===== config.mk =====
export PLATFORM = sky130hd
export DESIGN_NAME = merge_output_packer
export DESIGN_NICKNAME = d
export VERILOG_FILES = /design/src/rtl/merge_output_packer.sv
export SDC_FILE = /design/constraint.sdc
export NUM_CORES = 1
export LEC_CHECK = 0
export CAP_MARGIN = 10
export CORE_UTILIZATION = 55
export CTS_CLUSTER_SIZE = 10
export DETAILED_ROUTE_END_ITERATION = 8
export GPL_TIMING_DRIVEN = 0
export PLACE_DENSITY = 0.82
export SYNTH_ARGS = -nofsm -noshare
export SYNTH_HDL_FRONTEND = slang
export SYNTH_SLANG_ARGS = --single-unit
export TNS_END_PERCENT = 1

===== constraint.sdc =====
create_clock -name i_clk -period 7.9 [get_ports i_clk]
set_input_delay 1.975 -clock i_clk [delete_from_list [all_inputs] [get_ports i_clk]]
set_output_delay 1.975 -clock i_clk [all_outputs]
set_load 0.01 [all_outputs]

===== src/rtl/merge_output_packer.sv =====
// Sink stage after the merger tree: packs LANES sorted records per memory beat,
// counts records against the expected total, masks the final partial beat,
// and flags order violations and dropped writes.
module merge_output_packer #(
    parameter int DATA_W = 32,
    parameter int LANES  = 4,
    parameter int CNT_W  = 32
) (
    input  logic                     i_clk,
    input  logic                     i_rst,
    input  logic                     i_start,
    input  logic [CNT_W-1:0]         i_total,
    input  logic                     i_write,
    input  logic [DATA_W-1:0]        i_data,
    output logic                     o_ready,
    output logic                     o_mem_valid,
    input  logic                     i_mem_ready,
    output logic [DATA_W*LANES-1:0]  o_mem_data,
    output logic [LANES-1:0]         o_mem_mask,
    output logic                     o_mem_last,
    output logic                     o_done,
    output logic                     o_order_err,
    output logic                     o_overrun,
    output logic [CNT_W-1:0]         o_beats
);

    localparam int LANE_W = (LANES > 1) ? $clog2(LANES) : 1;

    typedef enum logic [1:0] {IDLE, RUN, DRAIN, DONE} state_t;

    state_t                    state_reg, state_next;
    logic [CNT_W-1:0]          remaining_reg;
    logic [LANE_W-1:0]         lane_reg;
    logic [DATA_W-1:0]         pack_reg [LANES];
    logic [DATA_W-1:0]         prev_reg;
    logic                      have_prev_reg;
    logic                      mem_valid_reg;
    logic [DATA_W*LANES-1:0]   mem_data_reg;
    logic [LANES-1:0]          mem_mask_reg;
    logic                      mem_last_reg;
    logic                      done_reg;
    logic                      order_err_reg;
    logic                      overrun_reg;
    logic [CNT_W-1:0]          beats_reg;

    logic                      completing;
    logic                      ready_c;
    logic                      accept;
    logic                      handshake;
    logic                      start_ok;
    logic                      last_record;
    logic [DATA_W*LANES-1:0]   beat_word;
    logic [LANES-1:0]          beat_mask;
    logic [DATA_W-1:0]         lane_val [LANES];

    assign last_record = (remaining_reg == CNT_W'(1));
    assign completing  = (lane_reg == LANE_W'(LANES-1)) || last_record;
    // A beat-completing record may only enter when the output slot is free or freeing.
    assign ready_c     = (state_reg == RUN) && (!completing || !mem_valid_reg || i_mem_ready);
    assign accept      = i_write && ready_c;
    assign handshake   = mem_valid_reg && i_mem_ready;
    assign start_ok    = i_start && ((state_reg == IDLE) || (state_reg == DONE));

    // Beat image as it would look if the current record completes it:
    // earlier lanes from the pack register, current lane from the input, rest zero.
    genvar gi;
    generate
        for (gi = 0; gi < LANES; gi++) begin : g_lane
            assign lane_val[gi] = (gi == int'(lane_reg)) ? i_data :
                                  (gi <  int'(lane_reg)) ? pack_reg[gi] : '0;
            assign beat_word[gi*DATA_W +: DATA_W] = lane_val[gi];
            assign beat_mask[gi] = (gi <= int'(lane_reg));

            // Capture an accepted record into its lane slot.
            always_ff @(posedge i_clk) begin
                if (i_rst) begin
                    pack_reg[gi] <= '0;
                end else if (accept && (int'(lane_reg) == gi)) begin
                    pack_reg[gi] <= i_data;
                end
            end
        end
    endgenerate

    // State register.
    always_ff @(posedge i_clk) begin
        if (i_rst) begin
            state_reg <= IDLE;
        end else begin
            state_reg <= state_next;
        end
    end

    // Next-state logic: RUN until the final record, DRAIN until its beat leaves.
    always_comb begin
        state_next = state_reg;
        case (state_reg)
            IDLE, DONE: begin
                if (i_start) begin
                    state_next = (i_total == '0) ? DONE : RUN;
                end
            end
            RUN: begin
                if (accept && last_record) begin
                    state_next = DRAIN;
                end
            end
            DRAIN: begin
                if (handshake) begin
                    state_next = DONE;
                end
            end
            default: state_next = IDLE;
        endcase
    end

    // Datapath: counters, beat register, sticky flags.
    always_ff @(posedge i_clk) begin
        if (i_rst) begin
            remaining_reg <= '0;
            lane_reg      <= '0;
            prev_reg      <= '0;
            have_prev_reg <= 1'b0;
            mem_valid_reg <= 1'b0;
            mem_data_reg  <= '0;
            mem_mask_reg  <= '0;
            mem_last_reg  <= 1'b0;
            done_reg      <= 1'b0;
            order_err_reg <= 1'b0;
            overrun_reg   <= 1'b0;
            beats_reg     <= '0;
        end else begin
            done_reg <= (state_next == DONE);

            if (start_ok) begin
                remaining_reg <= i_total;
                lane_reg      <= '0;
                beats_reg     <= '0;
                order_err_reg <= 1'b0;
                overrun_reg   <= 1'b0;
                have_prev_reg <= 1'b0;
            end

            // Placed after the start clear so a write dropped alongside a start still registers.
            if (i_write && !ready_c) begin
                overrun_reg <= 1'b1;
            end

            if (handshake) begin
                beats_reg     <= beats_reg + CNT_W'(1);
                mem_valid_reg <= 1'b0;
            end

            if (accept) begin
                prev_reg      <= i_data;
                have_prev_reg <= 1'b1;
                if (have_prev_reg && (i_data < prev_reg)) begin
                    order_err_reg <= 1'b1;
                end
                remaining_reg <= remaining_reg - CNT_W'(1);
                if (completing) begin
                    mem_data_reg  <= beat_word;
                    mem_mask_reg  <= beat_mask;
                    mem_valid_reg <= 1'b1;
                    mem_last_reg  <= last_record;
                    lane_reg      <= '0;
                end else begin
                    lane_reg <= lane_reg + LANE_W'(1);
                end
            end
        end
    end

    assign o_ready     = ready_c;
    assign o_mem_valid = mem_valid_reg;
    assign o_mem_data  = mem_data_reg;
    assign o_mem_mask  = mem_mask_reg;
    assign o_mem_last  = mem_last_reg;
    assign o_done      = done_reg;
    assign o_order_err = order_err_reg;
    assign o_overrun   = overrun_reg;
    assign o_beats     = beats_reg;

endmodule


======== Word-level counts from Yosys, hierarchy flattened ========
Memories as Yosys holds them, arrays and structs flattened.
Cells that the tools add are included.
word-level totals
  word-level logic and storage cells ...... 112
  RAM bits ................................ 128
  input bits .............................. 69
  register bits after elaboration ......... 238
  memories ................................ 1
memories
  memory    depth  width  read ports  clocked after Yosys merged registers in  wr ports  line  text
  pack_reg  4      32     3           0                                        4         34    logic [DATA_W-1:0] pack_reg [LANES];
cells by class
  muxes and demuxes ....................... 46
  eq/ne operators ......................... 12
  bitwise gates (word level) .............. 4
  reductions and logical operators ........ 26
  magnitude comparators ................... 7
  add/subtract/negate cells ............... 3
operators with widths
  cell                   count
  $mux 32                15
  $add 32x1->32 const B  1
  $eq 32x1->1 const B    1
  $logic_not 32->1       1
  $lt 32x32->1           1
  $sub 32x1->32 const B  1
  $mux 1                 23
  $mux 2                 7
  $eq 2x2->1 const B     6
  $logic_and 1x1->1      11
  $pmux 2 s3             1
  $reduce_bool 2->1      3
  $eq 2x1->1 const B     2
  $eq 2x2->1 const A     2
  $le 2x2->1 const A     2
  $logic_not 2->1        2
  $logic_or 1x1->1       4
  $lt 1x2->1 const A     2
  $or 1x1->1             4
  $logic_not 1->1        3
  $add 2x1->2 const B    1
  $eq 1x2->1 const A     1
  $le 1x2->1 const A     1
  $lt 2x2->1 const A     1
  other kinds (2)        2

======== Depth between registers and ports, before layout ========
  depth in word-level cells ............... 12
  mapped depth ............................ 12

======== Least setup slack after synthesis ========
No wires, ideal clock.
  path kind ............................... input port to flip-flop
  start point ............................. input i_mem_ready
  end point ............................... memory pack_reg[0][0] (enable)
  path slack .............................. 2728 ps
  cell stages on the path ................. 9
  library setup time ...................... 478 ps
  buffers on the path ..................... 3
  arrival time ............................ 4694 ps
  cell sequence ........................... or4b_2 > or4_1 > buf_2 > nor4_1 > nor2_1 > clkbuf_1 > buf_1 > nand2_1 > nand2_1
RTL lines
  item                line  text
  start: declaration  17    input logic i_mem_ready,
  end: declaration    34

==> flow_metrics.env <==
export IMPL_routed_wl_um=44600
export IMPL_start_util_pct=56.0
export IMPL_largest_reg_flops=128
export IMPL_cts_buffers=39
export IMPL_firstDrtPassIters=6
export IMPL_drc_errors=0
export IMPL_die_y_um=165
export IMPL_maxSlewHeadroom_pct=34.1
export IMPL_nFillCells=1955
export IMPL_end_kind="register"
export IMPL_rsz0062_at_grt="false"
export IMPL_hp_class="reg2reg"
export IMPL_ys_types=61
export IMPL_nets=1892
export IMPL_cpMaxStageDelayCell="or4b_2"
export IMPL_ctsResizeCount=0
export IMPL_track_usage_pct=32.6
export IMPL_r2r_end="pack_reg[1][9]"
export IMPL_dpl_cell_area_mm2=0.0174
export IMPL_setup_viol=0
export IMPL_cts_hold_buffers_added=0
export IMPL_ys_top_cells_by_count="238 x dfxtp_1, 154 x nor2_1, 130 x nand2_1"
export IMPL_avgSynthCellArea_um2=9.71
export IMPL_drt_iter0_markers=1348
export IMPL_core_area_mm2=0.0261
export IMPL_synth_area_mm2=0.0146
export IMPL_syn2layout_area_growth_pct=27.1
export IMPL_path_class="in2reg"
export IMPL_die_w_um=165
export IMPL_synthTopCellsByArea="dfxtp_1 33%, edfxtp_1 20%, a211oi_1 5.3%, and2_1 4.3%, nor2_1 4.0%"
export IMPL_grt_first_pass_wirelength_um=68100
export IMPL_r2r_start="remaining_reg[24]"
export IMPL_synth_edf_count=96
export IMPL_fmax_ghz=0.168
export IMPL_globalplace_congestion=0.907
export IMPL_async_flop_share_pct=0
export IMPL_critPathLaunchType="input port"
export IMPL_htreeDepth=2
export IMPL_hold_violations=0
export IMPL_grt_antenna_before_repair=1
export IMPL_cp_top_family="simple AND/OR/NAND/NOR gates"
export IMPL_pwr_density_cell_mw_per_mm2=240
export IMPL_wire_per_inst_um=20.8
export IMPL_hold_depth=2
export IMPL_drive_gt1_share_pct=4.60
export IMPL_dp_cells=2076
export IMPL_cp_max_fo=17
export IMPL_core_rowCount=59
export IMPL_grt_overflow_total=0
export IMPL_postRouteAntennaNets=0
export IMPL_max_slew_worst_pin_slew_ps=985
export IMPL_min_from="prev_reg[3]"
export IMPL_leakage_nw=6.38
export IMPL_vias=13300
export IMPL_arrival_ps=6240
export IMPL_final_area_mm2=0.0186
export IMPL_yosys_warnings=0
export IMPL_clk_pin_slew_worst_paths_ps=50
export IMPL_slowest_delay_ps=630
export IMPL_vias_per_cell=6.19
export IMPL_synth_most_common_cell="dfxtp_1"
export IMPL_fin_setup_tns_ps=0
export IMPL_cts_tree="yes"
export IMPL_grt_pass1_vias=12600
export IMPL_hold_end="prev_reg[3]"
export IMPL_instances_no_fill=2141
export IMPL_skew_ps=8.48
export IMPL_cts_buffer_depth=3
export IMPL_reg2reg_depth=11
export IMPL_cts_sinks=334
export IMPL_root_buffer="clkbuf_16"
export IMPL_r2r_slack_ps=3320
export IMPL_cp_buffers_inverters=5
export IMPL_synth_top_area_share_pct=32.6
export IMPL_clock_latency_ps=530
export IMPL_layout_min_cycle_time_ps=5960
export IMPL_synth_cells=1503
export IMPL_post_synth_top_area_cell="dfxtp_1"
export IMPL_grt_max_degree=33
export IMPL_hpwl_um=31100
export IMPL_period_share_pct=75.4
export IMPL_cts_setup_buffers=0
export IMPL_crit_path_frequent_cell="nand2_1"
export IMPL_ios=239
export IMPL_fin_ws_ps=1940
export IMPL_peakVddDrop_uv=173
export IMPL_pre_cts_ws_ps=1450
export IMPL_die_area_mm2=0.0272
export IMPL_port_buffers=236
export IMPL_ys_seq_elements=334
export IMPL_slew_viol_final=0
export IMPL_status="completed"
export IMPL_ys_seq_area_share_pct=52.4
export IMPL_syn_num_nets=1613
export IMPL_num_antenna_cells=0
export IMPL_post_route_util_pct=71.2
export IMPL_drv_cap=0
export IMPL_ys_dominant_reg_cell="dfxtp_1"
export IMPL_crit_chain="clkdlybuf4s50_1, or4b_2, or4_1, buf_2, nor4_1, nor2_1, clkbuf_1, buf_1, nand2_1, nand2_1, buf_16"
export IMPL_critPathRequiredTime_ps=8180
==> where the power goes <==
group | internal [mW] | switching (mW) | leakage, nW
Sequential | 1.88 | 0.0703 | 2.92
Combinational | 0.303 | 0.563 | 2.93
Clock | 0.946 | 0.683 | 0.538
==> area by class of cell <==
type                            count  area [µm²]  area share [%]
Sequential cell                   334        7650            41.2
Inverter                           45         169           0.910
Clock inverter                      2        25.0           0.135
Clock buffer                       63        1100            5.91
Multi-Input combinational cell   1014        6340            34.2
Buffer                            110         443            2.39
Tap cell                          335         419            2.26
Timing Repair Buffer              238        2420            13.0
==> layer usage <==
layer	global-route usage [%]	routed length (µm)	vias up
li1	-	-	6057
met1	42.8	18300	6406
met2	53.3	20800	663
met3	4.67	3570	131
met4	14.8	1960	0
met5	0	0	-
==> worst reg2reg max path: stages (launching register included) <==
cell	delay, ps
dfxtp_1	370
or4_1	530
buf_2	170
or4_1	500
buf_2	190
nor4_1	540
nor2_1	280
clkbuf_1	380
buf_1	340
nand2_1	130
nand2_1	510
buf_16	400
==> cell usage in the layout, fill, tap and decap left out, types with 5 or more instances in the layout <==
master           netlist  final
or3_1                 14     14
a31oi_1               15     15
mux2_2                10     10
clkbuf_1              91    113
nand3_1               39     39
inv_1                 45     45
a21oi_1               85     85
or2_2                  8      8
and3_1                11     11
a32oi_1                7      7
o311ai_0               5      5
nor2_1               154    154
buf_1                  5      5
nor3_1                17     17
nand2_1              130    129
buf_4                  5      5
o211ai_1              14     14
o21ai_0               26     26
clkdlybuf4s50_1        0    236
nor4_1                16     16
dfxtp_1              238    238
and2_1               100    100
a2bb2oi_1              5      5
a311oi_1               6      6
a211oi_1             103    103
a22oi_1               66     66
buf_2                  9      9
ha_1                  41     41
nand4_1               24     24
or4_1                  8      8
clkbuf_16              0     40
a22o_1                32     32
edfxtp_1              96     96
mux2i_1               33     33
==> how the worst max path moves through the flow <==
stage                      from               to  depth (start not counted)
finish              i_mem_ready   pack_reg[1][9]                         11
global route        i_mem_ready   pack_reg[1][9]                         11
detailed placement  i_mem_ready   pack_reg[1][9]                         11
floorplan           i_mem_ready   pack_reg[0][0]                          9
CTS                 i_mem_ready  pack_reg[1][13]                         11
global placement    i_mem_ready   pack_reg[0][0]                         10
==> logic make-up after synthesis <==
kind of cell,Yosys count,synth area share [%]
simple gates,539,18.0
compound gates,388,18.6
flops,334,52.4
buf+inv,155,4.19
mux,43,3.03
fa+ha+maj,41,3.51
xor+xnor,3,0.180
==> per-stage QoR <==
stage | hold WS [ps] | total power, mW
after floorplan | 436 | 2.53
after detailed placement | 448 | 2.83
final | 456 | 4.45
after global routing | 476 | 4.61
after CTS | 455 | 4.43
after global placement | 441 | 2.79
(Power assumes the default switching activity.)
